===== src/rtl/control_unit_pkg.sv =====
// Shared encodings for the 8-bit CPU controller: opcodes, select codes,
// CCR bit positions, state encoding and the control-word payload.
package control_unit_pkg;

  localparam int unsigned OP_W    = 8;
  localparam int unsigned ALU_W   = 3;
  localparam int unsigned SEL_W   = 2;
  localparam int unsigned CCR_W   = 4;
  localparam int unsigned STATE_W = 5;

  localparam logic [OP_W-1:0] OP_LDA_IMM = 8'h86;
  localparam logic [OP_W-1:0] OP_LDA_DIR = 8'h87;
  localparam logic [OP_W-1:0] OP_LDB_IMM = 8'h88;
  localparam logic [OP_W-1:0] OP_LDB_DIR = 8'h89;
  localparam logic [OP_W-1:0] OP_STA_DIR = 8'h96;
  localparam logic [OP_W-1:0] OP_STB_DIR = 8'h97;
  localparam logic [OP_W-1:0] OP_ADD_AB  = 8'h42;
  localparam logic [OP_W-1:0] OP_SUB_AB  = 8'h43;
  localparam logic [OP_W-1:0] OP_AND_AB  = 8'h44;
  localparam logic [OP_W-1:0] OP_OR_AB   = 8'h45;
  localparam logic [OP_W-1:0] OP_INCA    = 8'h46;
  localparam logic [OP_W-1:0] OP_DECA    = 8'h48;
  localparam logic [OP_W-1:0] OP_NOTA    = 8'h4A;
  localparam logic [OP_W-1:0] OP_BRA     = 8'h20;
  localparam logic [OP_W-1:0] OP_BMI     = 8'h21;
  localparam logic [OP_W-1:0] OP_BPL     = 8'h22;
  localparam logic [OP_W-1:0] OP_BEQ     = 8'h23;
  localparam logic [OP_W-1:0] OP_BNE     = 8'h24;
  localparam logic [OP_W-1:0] OP_BVS     = 8'h25;
  localparam logic [OP_W-1:0] OP_BVC     = 8'h26;
  localparam logic [OP_W-1:0] OP_BCS     = 8'h27;
  localparam logic [OP_W-1:0] OP_BCC     = 8'h28;

  localparam logic [ALU_W-1:0] ALU_ADD  = 3'b000;
  localparam logic [ALU_W-1:0] ALU_AND  = 3'b001;
  localparam logic [ALU_W-1:0] ALU_SUB  = 3'b010;
  localparam logic [ALU_W-1:0] ALU_OR   = 3'b011;
  localparam logic [ALU_W-1:0] ALU_INCA = 3'b100;
  localparam logic [ALU_W-1:0] ALU_DECA = 3'b101;
  localparam logic [ALU_W-1:0] ALU_NOTA = 3'b111;

  localparam logic [SEL_W-1:0] B1_PC   = 2'b00;
  localparam logic [SEL_W-1:0] B1_A    = 2'b01;
  localparam logic [SEL_W-1:0] B1_B    = 2'b10;
  localparam logic [SEL_W-1:0] B2_ALU  = 2'b00;
  localparam logic [SEL_W-1:0] B2_BUS1 = 2'b01;
  localparam logic [SEL_W-1:0] B2_MEM  = 2'b10;

  localparam int unsigned CCR_N = 3;
  localparam int unsigned CCR_Z = 2;
  localparam int unsigned CCR_V = 1;
  localparam int unsigned CCR_C = 0;

  localparam logic [STATE_W-1:0] S_F0 = 5'd0;
  localparam logic [STATE_W-1:0] S_F1 = 5'd1;
  localparam logic [STATE_W-1:0] S_F2 = 5'd2;
  localparam logic [STATE_W-1:0] S_D3 = 5'd3;
  localparam logic [STATE_W-1:0] S_E4 = 5'd4;
  localparam logic [STATE_W-1:0] S_E5 = 5'd5;
  localparam logic [STATE_W-1:0] S_E6 = 5'd6;
  localparam logic [STATE_W-1:0] S_E7 = 5'd7;

  typedef enum logic [2:0] {
    CLS_ILL, CLS_ALU, CLS_BR, CLS_LD_IMM, CLS_LD_DIR, CLS_ST_DIR
  } op_class_t;

  typedef struct packed {
    logic             ir_load;
    logic             mar_load;
    logic             pc_load;
    logic             pc_inc;
    logic             a_load;
    logic             b_load;
    logic             ccr_load;
    logic [ALU_W-1:0] alu_sel;
    logic [SEL_W-1:0] bus1_sel;
    logic [SEL_W-1:0] bus2_sel;
    logic             write;
    logic             illegal;
  } ctrl_t;

  function automatic op_class_t op_class(input logic [OP_W-1:0] op);
    case (op)
      OP_ADD_AB, OP_SUB_AB, OP_AND_AB, OP_OR_AB,
      OP_INCA, OP_DECA, OP_NOTA:              return CLS_ALU;
      OP_BRA, OP_BMI, OP_BPL, OP_BEQ, OP_BNE,
      OP_BVS, OP_BVC, OP_BCS, OP_BCC:         return CLS_BR;
      OP_LDA_IMM, OP_LDB_IMM:                 return CLS_LD_IMM;
      OP_LDA_DIR, OP_LDB_DIR:                 return CLS_LD_DIR;
      OP_STA_DIR, OP_STB_DIR:                 return CLS_ST_DIR;
      default:                                return CLS_ILL;
    endcase
  endfunction

  function automatic logic [ALU_W-1:0] alu_code(input logic [OP_W-1:0] op);
    case (op)
      OP_AND_AB: return ALU_AND;
      OP_SUB_AB: return ALU_SUB;
      OP_OR_AB:  return ALU_OR;
      OP_INCA:   return ALU_INCA;
      OP_DECA:   return ALU_DECA;
      OP_NOTA:   return ALU_NOTA;
      default:   return ALU_ADD;
    endcase
  endfunction

  // Loads/stores whose register operand is A rather than B.
  function automatic logic uses_a(input logic [OP_W-1:0] op);
    return (op == OP_LDA_IMM) || (op == OP_LDA_DIR) || (op == OP_STA_DIR);
  endfunction

endpackage


===== src/rtl/control_unit_branch_eval.sv =====
// Branch condition evaluator: decides taken/not-taken from opcode and CCR.
module branch_eval
  import control_unit_pkg::*;
(
  input  logic [OP_W-1:0]  opcode,
  input  logic [CCR_W-1:0] ccr,
  output logic             taken
);

  always_comb begin
    taken = 1'b0;
    case (opcode)
      OP_BRA:  taken = 1'b1;
      OP_BMI:  taken = ccr[CCR_N];
      OP_BPL:  taken = ~ccr[CCR_N];
      OP_BEQ:  taken = ccr[CCR_Z];
      OP_BNE:  taken = ~ccr[CCR_Z];
      OP_BVS:  taken = ccr[CCR_V];
      OP_BVC:  taken = ~ccr[CCR_V];
      OP_BCS:  taken = ccr[CCR_C];
      OP_BCC:  taken = ~ccr[CCR_C];
      default: taken = 1'b0;
    endcase
  end

endmodule


===== src/rtl/control_unit.sv =====
// Moore sequencer for the 8-bit CPU: fetch, decode and execute strobes for data_path.
module control_unit
  import control_unit_pkg::*;
(
  input  logic             Clk,
  input  logic             Reset,
  input  logic [OP_W-1:0]  IR_out,
  input  logic [CCR_W-1:0] CCR_Result,
  output logic             IR_Load,
  output logic             MAR_Load,
  output logic             PC_Load,
  output logic             PC_Inc,
  output logic             A_Load,
  output logic             B_Load,
  output logic             CCR_Load,
  output logic [ALU_W-1:0] ALU_Sel,
  output logic [SEL_W-1:0] Bus1_Sel,
  output logic [SEL_W-1:0] Bus2_Sel,
  output logic             write,
  output logic             Illegal
);

  logic [STATE_W-1:0] state, next_state;
  ctrl_t              ctrl, ctrl_gated;
  op_class_t          cls;
  logic               taken;
  logic               sel_a;

  assign cls   = op_class(IR_out);
  assign sel_a = uses_a(IR_out);

  branch_eval u_branch_eval (
    .opcode (IR_out),
    .ccr    (CCR_Result),
    .taken  (taken)
  );

  always_ff @(posedge Clk or posedge Reset) begin
    if (Reset) state <= S_F0;
    else       state <= next_state;
  end

  always_comb begin
    next_state = S_F0;
    ctrl       = '0;
    case (state)
      S_F0: begin
        ctrl.bus1_sel = B1_PC;
        ctrl.bus2_sel = B2_BUS1;
        ctrl.mar_load = 1'b1;
        next_state    = S_F1;
      end
      S_F1: begin
        ctrl.pc_inc = 1'b1;
        next_state  = S_F2;
      end
      S_F2: begin
        ctrl.bus2_sel = B2_MEM;
        ctrl.ir_load  = 1'b1;
        next_state    = S_D3;
      end
      S_D3: begin
        if (cls == CLS_ILL) begin
          ctrl.illegal = 1'b1;
          next_state   = S_F0;
        end else begin
          next_state   = S_E4;
        end
      end
      // ALU ops finish here; everything else latches the operand address.
      S_E4: begin
        if (cls == CLS_ALU) begin
          ctrl.alu_sel  = alu_code(IR_out);
          ctrl.bus1_sel = B1_A;
          ctrl.bus2_sel = B2_ALU;
          ctrl.a_load   = 1'b1;
          ctrl.ccr_load = 1'b1;
          next_state    = S_F0;
        end else begin
          ctrl.bus1_sel = B1_PC;
          ctrl.bus2_sel = B2_BUS1;
          ctrl.mar_load = 1'b1;
          next_state    = S_E5;
        end
      end
      S_E5: begin
        if (cls == CLS_BR) begin
          if (taken) begin
            ctrl.bus2_sel = B2_MEM;
            ctrl.pc_load  = 1'b1;
          end else begin
            ctrl.pc_inc   = 1'b1;
          end
          next_state = S_F0;
        end else begin
          ctrl.pc_inc = 1'b1;
          next_state  = S_E6;
        end
      end
      S_E6: begin
        ctrl.bus2_sel = B2_MEM;
        if (cls == CLS_LD_IMM) begin
          ctrl.a_load = sel_a;
          ctrl.b_load = ~sel_a;
          next_state  = S_F0;
        end else begin
          ctrl.mar_load = 1'b1;
          next_state    = S_E7;
        end
      end
      S_E7: begin
        if (cls == CLS_LD_DIR) begin
          ctrl.bus2_sel = B2_MEM;
          ctrl.a_load   = sel_a;
          ctrl.b_load   = ~sel_a;
        end else begin
          ctrl.bus1_sel = sel_a ? B1_A : B1_B;
          ctrl.write    = 1'b1;
        end
        next_state = S_F0;
      end
      default: next_state = S_F0;
    endcase
  end

  // Reset forces every strobe low, so an abandoned instruction cannot write.
  assign ctrl_gated = Reset ? '0 : ctrl;

  assign IR_Load  = ctrl_gated.ir_load;
  assign MAR_Load = ctrl_gated.mar_load;
  assign PC_Load  = ctrl_gated.pc_load;
  assign PC_Inc   = ctrl_gated.pc_inc;
  assign A_Load   = ctrl_gated.a_load;
  assign B_Load   = ctrl_gated.b_load;
  assign CCR_Load = ctrl_gated.ccr_load;
  assign ALU_Sel  = ctrl_gated.alu_sel;
  assign Bus1_Sel = ctrl_gated.bus1_sel;
  assign Bus2_Sel = ctrl_gated.bus2_sel;
  assign write    = ctrl_gated.write;
  assign Illegal  = ctrl_gated.illegal;

endmodule


===== config.mk =====
export PLATFORM = sky130hd
export DESIGN_NAME = control_unit
export DESIGN_NICKNAME = d
export VERILOG_FILES = /design/src/rtl/control_unit_pkg.sv /design/src/rtl/control_unit_branch_eval.sv /design/src/rtl/control_unit.sv
export SDC_FILE = /design/constraint.sdc
export NUM_CORES = 1
export LEC_CHECK = 0
export ABC_AREA = 0
export BUFFER_PORTS_ARGS = -buffer_cell sky130_fd_sc_hd__clkbuf_2
export CORE_MARGIN = 2
export CORE_UTILIZATION = 49
export CTS_CLUSTER_DIAMETER = 150
export CTS_CLUSTER_SIZE = 30
export DETAILED_ROUTE_END_ITERATION = 8
export HOLD_SLACK_MARGIN = 0.03
export PLACE_DENSITY = 0.86
export SYNTH_ARGS = -nofsm -noshare
export SYNTH_HDL_FRONTEND = slang
export SYNTH_SLANG_ARGS = --single-unit

===== constraint.sdc =====
create_clock -name Clk -period 2.51 [get_ports Clk]
set_input_delay 0.1255 -clock Clk [delete_from_list [all_inputs] [get_ports Clk]]
set_output_delay 0.1255 -clock Clk [all_outputs]
set_load 0.05 [all_outputs]

## Yosys cells after proc, flatten, opt, wreduce, memory -nomap -nowiden

Cells that the tools add are included.

| word-level totals | value |
|---|---|
| bits in registers | 5 |
| bits of input ports | 14 |
| output and inout bits | 16 |

| operators by class | value |
|---|---|
| equality and inequality tests | 33 |
| reduce and logical (&&, ||, !) cells | 10 |
| muxes and demuxes | 38 |
| bitwise operators | 5 |

Operators by type and width:

| cell | count |
|---|---|
| equality test 8 x 6 -> 1 bit, second input constant | 9 |
| equality test 8 x 7 -> 1 bit, second input constant | 7 |
| equality test 8 bit, second input constant | 6 |
| one-hot mux 3 bit (7 select lines) | 1 |
| equality test 5 x 3 -> 1 bit, second input constant | 4 |
| one-hot mux 3 bit (6 select lines) | 1 |
| 2-to-1 mux 16 bit | 1 |
| 2-to-1 mux 3 bit | 5 |
| one-hot mux 3 bit (5 select lines) | 1 |
| 2-to-1 mux 2 bit | 7 |
| 2-to-1 mux 1 bit | 13 |
| equality test 5 x 2 -> 1 bit, second input constant | 2 |
| one-hot mux 2 bit (5 select lines) | 1 |
| one-hot mux 1 bit (9 select lines) | 1 |
| OR reduction 9 bit | 1 |
| 2-to-1 mux 4 bit | 2 |
| OR reduction 2 bit | 4 |
| OR reduction 7 bit | 1 |
| equality test 3 x 2 -> 1 bit, second input constant | 2 |
| one-hot mux 1 bit (3 select lines) | 2 |
| equality test 5 x 1 -> 1 bit, second input constant | 1 |
| zero test 5 bit | 1 |
| NOT 1 bit | 5 |
| one-hot mux 1 bit (2 select lines) | 2 |
| other kinds (5) | 6 |

## Longest topological paths before layout

Gate-level depths: netlist of run 1.

| logic depth | value |
|---|---|
| depth in word-level cells | 7 |
| gate-level depth with buffers | 6 |
| gate-level depth less buffers | 5 |

## By module

From an unflattened synthesis of run 1, not the netlist that was laid out.

| unflattened totals | value |
|---|---|
| cells, all modules | 96 |
| area total of the unflattened synthesis | 752.0 um2 |

By module, submodules not included:

| module | area each (um2) | instances | cells each | sequential area each (um2) |
|---|---|---|---|---|
| control_unit | 668.1 | 1 | 86 | 75.1 |
| branch_eval | 83.8 | 1 | 10 | 0.0 |

## Worst setup path before layout of run 1

No wires, ideal clock.

| path | value |
|---|---|
| path type | reg-to-output |
| start point | register state[0] |
| end point | output Bus1_Sel[1] |
| path buffers | 1 |
| data arrival time | 2.812 ns |
| path slack | -0.428 ns |
| cell stages (with the launch flop) | 5 |
| cells stage by stage | dfrtp_1 -> clkbuf_1 -> nand2_1 -> a211oi_1 -> nor2b_1 |

| between the ends | value |
|---|---|
| longest elaborated chain between the ends | 3 |
| elaborated cells between the ends (all ways) | 4 |
| classes of those cells | 2 x eq/ne; 2 x mux |

RTL lines:

| element | line | text |
|---|---|---|
| start, declared | control_unit.sv:23 | `logic [STATE_W-1:0] state, next_state;` |
| start signal, assigned | control_unit.sv:40 | `else state <= next_state;` |
| equality test 5 x 3 -> 1 bit | control_unit.sv:46 | `case (state)` |
| one-hot mux 2 bit (2 select lines) (*) | control_unit.sv:46 |  |
| 2-to-1 mux 16 bit (*) | control_unit.sv:127 | `assign ctrl_gated = Reset ? '0 : ctrl;` |
| end, declared | control_unit.sv:17 | `output logic [SEL_W-1:0] Bus1_Sel,` |

Mark *: on every way between the ends. The rest lies on a longest branch, timed or not.

## Final worst setup path of run 1

| path | value |
|---|---|
| start point | input Reset |
| end point | output ALU_Sel[2] |

| between the ends | value |
|---|---|
| longest elaborated chain between the ends | 1 |

RTL lines:

| element | line | text |
|---|---|---|
| start, declared | control_unit.sv:6 | `input logic Reset,` |
| 2-to-1 mux 16 bit | control_unit.sv:127 |  |
| end, declared | control_unit.sv:16 | `output logic [ALU_W-1:0] ALU_Sel,` |

Every way passes these cells.

==> flow_metrics.env, run 1 <==
export IMPL_outcome="finished clean"
export IMPL_worst_endpoint_required_ns=2.38
export IMPL_drt_iter0_markers=13
export IMPL_grt_setup_unrepaired="false"
export IMPL_layout_cells_non_filler=134
export IMPL_floorplan_die_area_um2=1670
export IMPL_largest_register_ff_count=3
export IMPL_layout_setup_ws_ns=0.230
export IMPL_syn_instance_count=94
export IMPL_io_pin_count=30
export IMPL_drt_met1_wl_um=767
export IMPL_met3_wirelength_um=132
export IMPL_post_cts_resized=0
export IMPL_critical_path_top_delay_family="buffers and inverters"
export IMPL_achievable_frequency_mhz=439
export IMPL_largest_register="state"
export IMPL_port_buffers=29
export IMPL_timing_critical_path_to="ALU_Sel[2]"
export IMPL_netlist_cell_type_count=42
export IMPL_wirelength_mm=1.77
export IMPL_cp_max_fo=8
export IMPL_slowest_delay_ns=0.53
export IMPL_gr_usage_all_layers_pct=22.9
export IMPL_hold_class="in2async"
export IMPL_fp_coreArea_um2=1280
export IMPL_detailed_place_hpwl_mm=1.31
export IMPL_tritoncts_num_buffers=3
export IMPL_syn_area_per_cell_um2=7.09
export IMPL_chipWidth_um=40.9
export IMPL_fin_crit_ns=2.28
export IMPL_critical_path_slowest_stage_cell="dlygate4sd3_1"
export IMPL_synth_top_cells_by_area="dfrtp_1 (11%), a21oi_1 (6.0%), nand3_1 (4.5%)"
export IMPL_placed_cells=129
export IMPL_wire_length_per_cell_um=13.2
export IMPL_initial_utilization_pct=51.9
export IMPL_layout_common_cells="clkbuf_2 (29), a21oi_1 (8), nand3_1 (6)"
export IMPL_yosysTopAreaCellShare_pct=11.3
export IMPL_worstMarginPinSlew_ns=0.571
export IMPL_synth_sequential_area_ratio_pct=11.3
export IMPL_worst_reg2reg_setup_slack_ns=1.27
export IMPL_hold_violations=0
export IMPL_worst_endpoint_arrival_ns=2.15
export IMPL_pre_cts_ws_ns=0.544
export IMPL_grt_pass1_vias=608
export IMPL_nNetsFinal=134
export IMPL_worstSetupEndpointType="primary output"
export IMPL_die_height_um=40.9
export IMPL_drive_gt1_share_pct=36.1
export IMPL_critical_path_class="in2out"
export IMPL_worst_setup_path_start_kind="input port"
export IMPL_cts_path_max_buffers=2
export IMPL_met2WireLength_um=845
export IMPL_min_period_over_period_pct=90.8
export IMPL_drv_cap=0
export IMPL_clk_skew_ns=0.00493
export IMPL_cts_root_buffer="clkbuf_4"
export IMPL_max_slew_violations=0
export IMPL_cp_cell_sequence="dlygate4sd3_1 -> clkbuf_2 -> inv_1 -> nand2_1 -> or4_4 -> a211oi_2 -> clkbuf_2"
export IMPL_path_common_cell="clkbuf_2"
export IMPL_fin_tns_setup_ns=0
export IMPL_whs_ns=0.383
export IMPL_synth_cell_area_um2=667
export IMPL_clock_latency_ns=0.25
export IMPL_grt_first_pass_wirelength_mm=2.63
export IMPL_critical_path_startpoint="Reset"
export IMPL_tritoncts="built"
export IMPL_max_vdd_ir_drop_uv=305
export IMPL_path_buf_inv=4
export IMPL_firstDrtPassIters=4
export IMPL_synthDominantAreaCellType="dfrtp_1"
export IMPL_worstReg2RegStart="state[1]$_DFF_PP0_"
export IMPL_detail_route_drc_violations=0
export IMPL_postSynthNetCount=108
export IMPL_design_area_um2=835
export IMPL_synth_seq_cells=3
export IMPL_total_leakage_power_uw=0.000347
export IMPL_grt_antenna_before_repair=0
export IMPL_htreeDepth=1
export IMPL_fill_cells=108
export IMPL_r2r_worst_path_cells=3
export IMPL_avgViaCountPerCell=6.20
export IMPL_worstSetupPathDepth=7
export IMPL_globalRouteOverflowTotal=0
export IMPL_finalSetupViolations=0
export IMPL_grt_max_degree=17
export IMPL_largest_registers="state: 3 flops"
export IMPL_clock_sinks=3
export IMPL_r2r_end="state[2]$_DFF_PP0_"
export IMPL_placement_rows=13
export IMPL_synth_warning_count=0
export IMPL_placement_cell_area_um2=798
export IMPL_highest_signal_layer="met4"
export IMPL_n_antenna_cell=0
export IMPL_pwr_density_cell_nw_per_um2=510
export IMPL_gp_congestion=0.852
export IMPL_synthToLayoutAreaGrowth_pct=25.1
export IMPL_timing_max_slew_rel_slack_pct=61.4
export IMPL_clkSlewWorstSetupHoldPaths_ns=0.04
export IMPL_vias=831
export IMPL_final_antenna_net_count=0
export IMPL_leading_cell_type_in_the_layout_fill_and_taps_excluded="clkbuf_2"
-- layout make-up --
class | count | area, um2 | share of cell area (%)
multi-input cells | 77 | 541 | 64.8
repair buffers | 30 | 155 | 18.6
flip-flops and latches | 3 | 75.1 | 9.00
clock buffers | 4 | 26.3 | 3.15
inverters | 5 | 18.8 | 2.25
well taps | 15 | 18.8 | 2.25
-- worst min-delay path, stage by stage --
cell	delay, ns
dlygate4sd3_1	0.53
clkbuf_2	0.17
inv_1	0.15
-- metal layers --
metal,up-vias,GRT usage [%]
li1,411,-
met1,374,30.2
met2,43,39.8
met3,3,1.63
met4,0,5.00
met5,-,0
-- worst min path at each step --
stage,start,to,cells after the start
3_5_place_dp,Reset,state[0]$_DFF_PP0_,2
6_report,Reset,state[2]$_DFF_PP0_,3
2_1_floorplan,Reset,state[0]$_DFF_PP0_,2
4_1_cts,Reset,state[2]$_DFF_PP0_,3
3_3_place_gp,Reset,state[1]$_DFF_PP0_,2
5_1_grt,Reset,state[2]$_DFF_PP0_,3
-- cells by family (layout without fill, tap and decap cells) --
| kind of cell | after synthesis | in the layout | share of synthesized area, % |
|---|---|---|---|
| flops | 3 | 3 | 11.3 |
| mux | 2 | 2 | 3.38 |
| xor+xnor | 2 | 2 | 2.63 |
| buf+inv | 14 | 39 | 8.44 |
| simple gates | 42 | 42 | 40.2 |
| compound gates | 31 | 31 | 34.1 |
-- per-stage QoR --
step                      total power (uW)  util [%]
final                                  425      64.9
after global routing                   448      64.9
after CTS                              424      64.9
after detailed placement               328      62.1
after global placement                 326      62.1
after floorplan                        283         -
-- Yosys cell counts, drive strengths merged --
master / n
a211oi: 3
a21oi: 9
a2bb2oi: 1
a311o: 1
a311oi: 1
a31o: 1
a31oi: 1
a41oi: 1
and2b: 1
and3: 3
and4: 1
buf: 3
clkbuf: 6
dfrtp: 3
inv: 5
mux2: 2
nand2: 5
nand2b: 3
nand3: 6
nand3b: 2
nor2: 5
nor2b: 3
nor3: 2
nor3b: 3
nor4: 1
nor4b: 3
o2111ai: 1
o21ai: 6
o21bai: 1
o22a: 2
o2bb2ai: 1
o31a: 1
o31ai: 1
or3: 1
or3b: 1
or4: 1
or4b: 1
xnor2: 2
-- repair_timing --
action                    in CTS  in global routing
hold endpoints to repair       3                  0
setup buffers                  0                  0
hold buffers                   1                  0
-- report_power, final --
part	leakage [uW]	internal, uW	switching (uW)
clock network	0.0000150	60.1	34.0
registers	0.0000393	61.7	46.6
logic	0.000293	76.7	146
Note: power is estimated with default switching activity, not from simulation.
==> run 2, diff against run 1 <==
--- a/config.mk
+++ b/config.mk
@@ -5,15 +5,17 @@
 export SDC_FILE = /design/constraint.sdc
 export NUM_CORES = 1
 export LEC_CHECK = 0
-export ABC_AREA = 0
+export ABC_AREA = 1
 export BUFFER_PORTS_ARGS = -buffer_cell sky130_fd_sc_hd__clkbuf_2
+export CORE_ASPECT_RATIO = 1.1
 export CORE_MARGIN = 2
-export CORE_UTILIZATION = 49
+export CORE_UTILIZATION = 30
 export CTS_CLUSTER_DIAMETER = 150
 export CTS_CLUSTER_SIZE = 30
 export DETAILED_ROUTE_END_ITERATION = 8
+export GPL_TIMING_DRIVEN = 1
 export HOLD_SLACK_MARGIN = 0.03
-export PLACE_DENSITY = 0.86
+export PLACE_DENSITY = 0.56
 export SYNTH_ARGS = -nofsm -noshare
 export SYNTH_HDL_FRONTEND = slang
 export SYNTH_SLANG_ARGS = --single-unit
==> run 2 against run 1 <==
  * Non-clock buffer count did not move
  * Worst hold slack improved by 0.013 ns
  * Core utilization fell by 27 points
  * Synthesized cell count rose by 72%
  * Global-route usage fell by 8.5 points
  * Largest power group unchanged
  * Register-to-register slack barely moved
  * Cell count rose by 69%
  * Count of clock-buffer cells in the layout did not move
  * Critical endpoint is now ALU_Sel[0]
  * Via count rose by 25%
  * Clock skew fell by 0.0048 ns
  * Critical path depth fell by 2
  * First-iteration DRC count rose by 46%
==> flow_metrics.env, run 2 <==
export IMPL_wire_length_per_cell_um=9.65
export IMPL_syn_instance_count=162
export IMPL_yosys_area_share_adder_pct=0
export IMPL_largest_family_of_logic_cells_by_synthesized_area="simple AND/OR/NAND/NOR gates"
export IMPL_fin_crit_ns=1.83
export IMPL_clk_skew_ns=0.000160
export IMPL_share_of_the_core_filled_with_cells_in_the_final_layout_pct=38.4
export IMPL_critical_path_slowest_stage_cell="dfrtp_1"
export IMPL_worst_setup_path_start_kind="flip-flop"
export IMPL_post_synth_and_or_nand_nor_area_fraction_pct=65.2
export IMPL_pwr_density_cell_nw_per_um2=560
export IMPL_detailed_place_hpwl_mm=1.87
export IMPL_gr_usage_all_layers_pct=14.4
export IMPL_postSynthNetCount=176
export IMPL_cp_cell_sequence="inv_1 -> nor3_1 -> nand3_1 -> nor2_1 -> clkbuf_2"
export IMPL_outcome="finished clean"
export IMPL_fill_cells=343
export IMPL_grt_first_pass_wirelength_mm=3.52
export IMPL_tritoncts="built"
export IMPL_max_slew_violations=0
export IMPL_slowest_delay_ns=0.45
export IMPL_drt_iter0_markers=19
export IMPL_io_pin_count=30
export IMPL_worstSetupEndpointType="primary output"
export IMPL_worstMarginPinSlew_ns=0.393
export IMPL_n_antenna_cell=0
export IMPL_synth_enable_flop_cells=0
export IMPL_clock_sinks=3
export IMPL_die_height_um=59.2
export IMPL_hold_class="in2reg"
export IMPL_min_period_over_period_pct=73.0
export IMPL_synth_sequential_area_ratio_pct=9.04
export IMPL_port_buffers=29
export IMPL_post_cts_resized=0
export IMPL_netlist_cell_type_count=24
export IMPL_drt_met1_wl_mm=1.06
export IMPL_synth_area_mux_share_pct=0
export IMPL_drive_gt1_share_pct=29.9
export IMPL_synth_seq_cells=3
export IMPL_initial_utilization_pct=30.7
export IMPL_path_buf_inv=2
export IMPL_clock_latency_ns=0.23
export IMPL_grt_setup_unrepaired="false"
export IMPL_cts_root_buffer="clkbuf_4"
export IMPL_gp_congestion=0.800
export IMPL_floorplan_die_area_um2=3210
export IMPL_synth_compound_gate_area_share_pct=12.7
export IMPL_avgViaCountPerCell=4.57
export IMPL_fp_coreArea_um2=2700
export IMPL_fin_tns_setup_ns=0
export IMPL_firstDrtPassIters=4
export IMPL_total_leakage_power_uw=0.000593
export IMPL_globalRouteOverflowTotal=0
export IMPL_largest_registers="state: 3 flops"
export IMPL_yosys_area_share_xor_xnor_pct=0
export IMPL_chipWidth_um=54.2
export IMPL_vias=1038
export IMPL_ys_dominant_reg_cell="dfrtp_1"
export IMPL_worst_endpoint_arrival_ns=1.71
export IMPL_synth_top_cells_by_area="nand2_1 (18%), nor2_1 (15%), nand3_1 (9.6%)"
export IMPL_postSynth_asyncResetShare_pct=100
export IMPL_drv_cap=0
export IMPL_clkSlewWorstSetupHoldPaths_ns=0.04
export IMPL_timing_max_slew_rel_slack_pct=73.6
export IMPL_yosysTopAreaCellShare_pct=18.1
export IMPL_finalSetupViolations=0
export IMPL_count_of_buffers_added_by_post_cts_timing_repair_for_setup=0
export IMPL_met3_wirelength_um=100
export IMPL_nNetsFinal=209
export IMPL_critical_path_top_delay_family="simple AND/OR/NAND/NOR gates"
export IMPL_met2WireLength_mm=1.03
export IMPL_largest_register_ff_count=3
export IMPL_htreeDepth=1
export IMPL_overall_power_uw=581
export IMPL_placement_rows=20
export IMPL_grt_pass1_vias=906
export IMPL_achievable_frequency_mhz=546
export IMPL_cts_path_max_buffers=2
export IMPL_max_vdd_ir_drop_uv=352
export IMPL_hold_violations=0
export IMPL_grt_max_degree=16
export IMPL_highest_signal_layer="met3"
export IMPL_tritoncts_num_buffers=3
export IMPL_critical_path_class="reg2out"
export IMPL_grt_antenna_before_repair=0
export IMPL_synth_cell_area_um2=831
export IMPL_detail_route_drc_violations=0
export IMPL_final_antenna_net_count=0
export IMPL_layout_common_cells="nand2_1 (40), nor2_1 (34), clkbuf_2 (29)"
export IMPL_largest_register="state"
export IMPL_cp_max_fo=7
export IMPL_wirelength_mm=2.19
export IMPL_synth_warning_count=0
export IMPL_worst_endpoint_required_ns=2.38
export IMPL_leading_cell_type_in_the_layout_fill_and_taps_excluded="nand2_1"
export IMPL_syn_area_per_cell_um2=5.13
export IMPL_ys_top_cells_by_count="nand2_1 (40), nor2_1 (34), inv_1 (19)"
export IMPL_synthToLayoutAreaGrowth_pct=25.0
export IMPL_synthDominantAreaCellType="nand2_1"
export IMPL_synthMostInstantiatedCell="nand2_1"
run 2: cells by family after synthesis:
family | after synthesis
flip-flops | 3
buffers and inverters | 27
AO/OA/AOI/OAI | 17
AND/OR/NAND/NOR | 115
run 2: tightest hold or removal path: stages:
cell and delay (ns):
clkbuf_2 0.12, nor2_4 0.06, nand2_1 0.08, nand2_1 0.09, o211ai_1 0.10
run 2: worst paths after layout:
kind | depth (start not counted) | from | end | slack (ns)
worst max register to register | 6 | state[2]$_DFF_PP0_ | state[2]$_DFF_PP0_ | 1.27
max in group asynchronous | 3 | Reset | state[2]$_DFF_PP0_ | 1.85
min in group asynchronous | 3 | Reset | state[1]$_DFF_PP0_ | 0.45
worst min register to register | 3 | state[2]$_DFF_PP0_ | state[2]$_DFF_PP0_ | 0.70
worst max-delay path | 5 | state[2]$_DFF_PP0_ | ALU_Sel[0] | 0.68
worst min-delay path | 5 | IR_out[4] | state[1]$_DFF_PP0_ | 0.40
run 2: stage by stage:
stage | hold slack (ns) | setup slack, ns | cells | instance area (um2)
after global routing | 0.449 | 0.500 | 227 | 1040
final | 0.396 | 0.677 | 227 | 1040
after CTS | 0.399 | 0.638 | 227 | 1040
after global placement | 0.161 | 0.853 | 222 | 1000
after floorplan | 0.111 | 0.717 | 162 | 831
after detailed placement | 0.157 | 0.853 | 222 | 1000
run 2: per-layer routing:
metal  vias up  global-route usage, %
met2        26                   25.0
met1       435                   18.2
li1        577                      -
met4         0                   2.50
met3         0                   3.03
met5         -                      0
run 2: area by class of cell:
| type | count | area [um2] | area share (%) |
|---|---|---|---|
| repair buffers | 30 | 155 | 14.9 |
| multi-input cells | 132 | 647 | 62.3 |
| clock buffers | 4 | 26.3 | 2.53 |
| flip-flops and latches | 3 | 75.1 | 7.23 |
| well taps | 33 | 41.3 | 3.98 |
| inverters | 25 | 93.8 | 9.04 |
run 2: timing repair:
item | in CTS | in global routing
endpoints found under the setup margin | 0 | 0
hold buffers | 1 | 0
endpoints found under the hold margin | 3 | 0
run 2: where the power goes:
group          total (uW)  internal, uW  switching (uW)  leakage (uW)
clock                83.9          59.5            24.4     0.0000150
sequential            112          75.1            36.5     0.0000373
combinational         386           107             279      0.000541
total                 581           241             340      0.000593
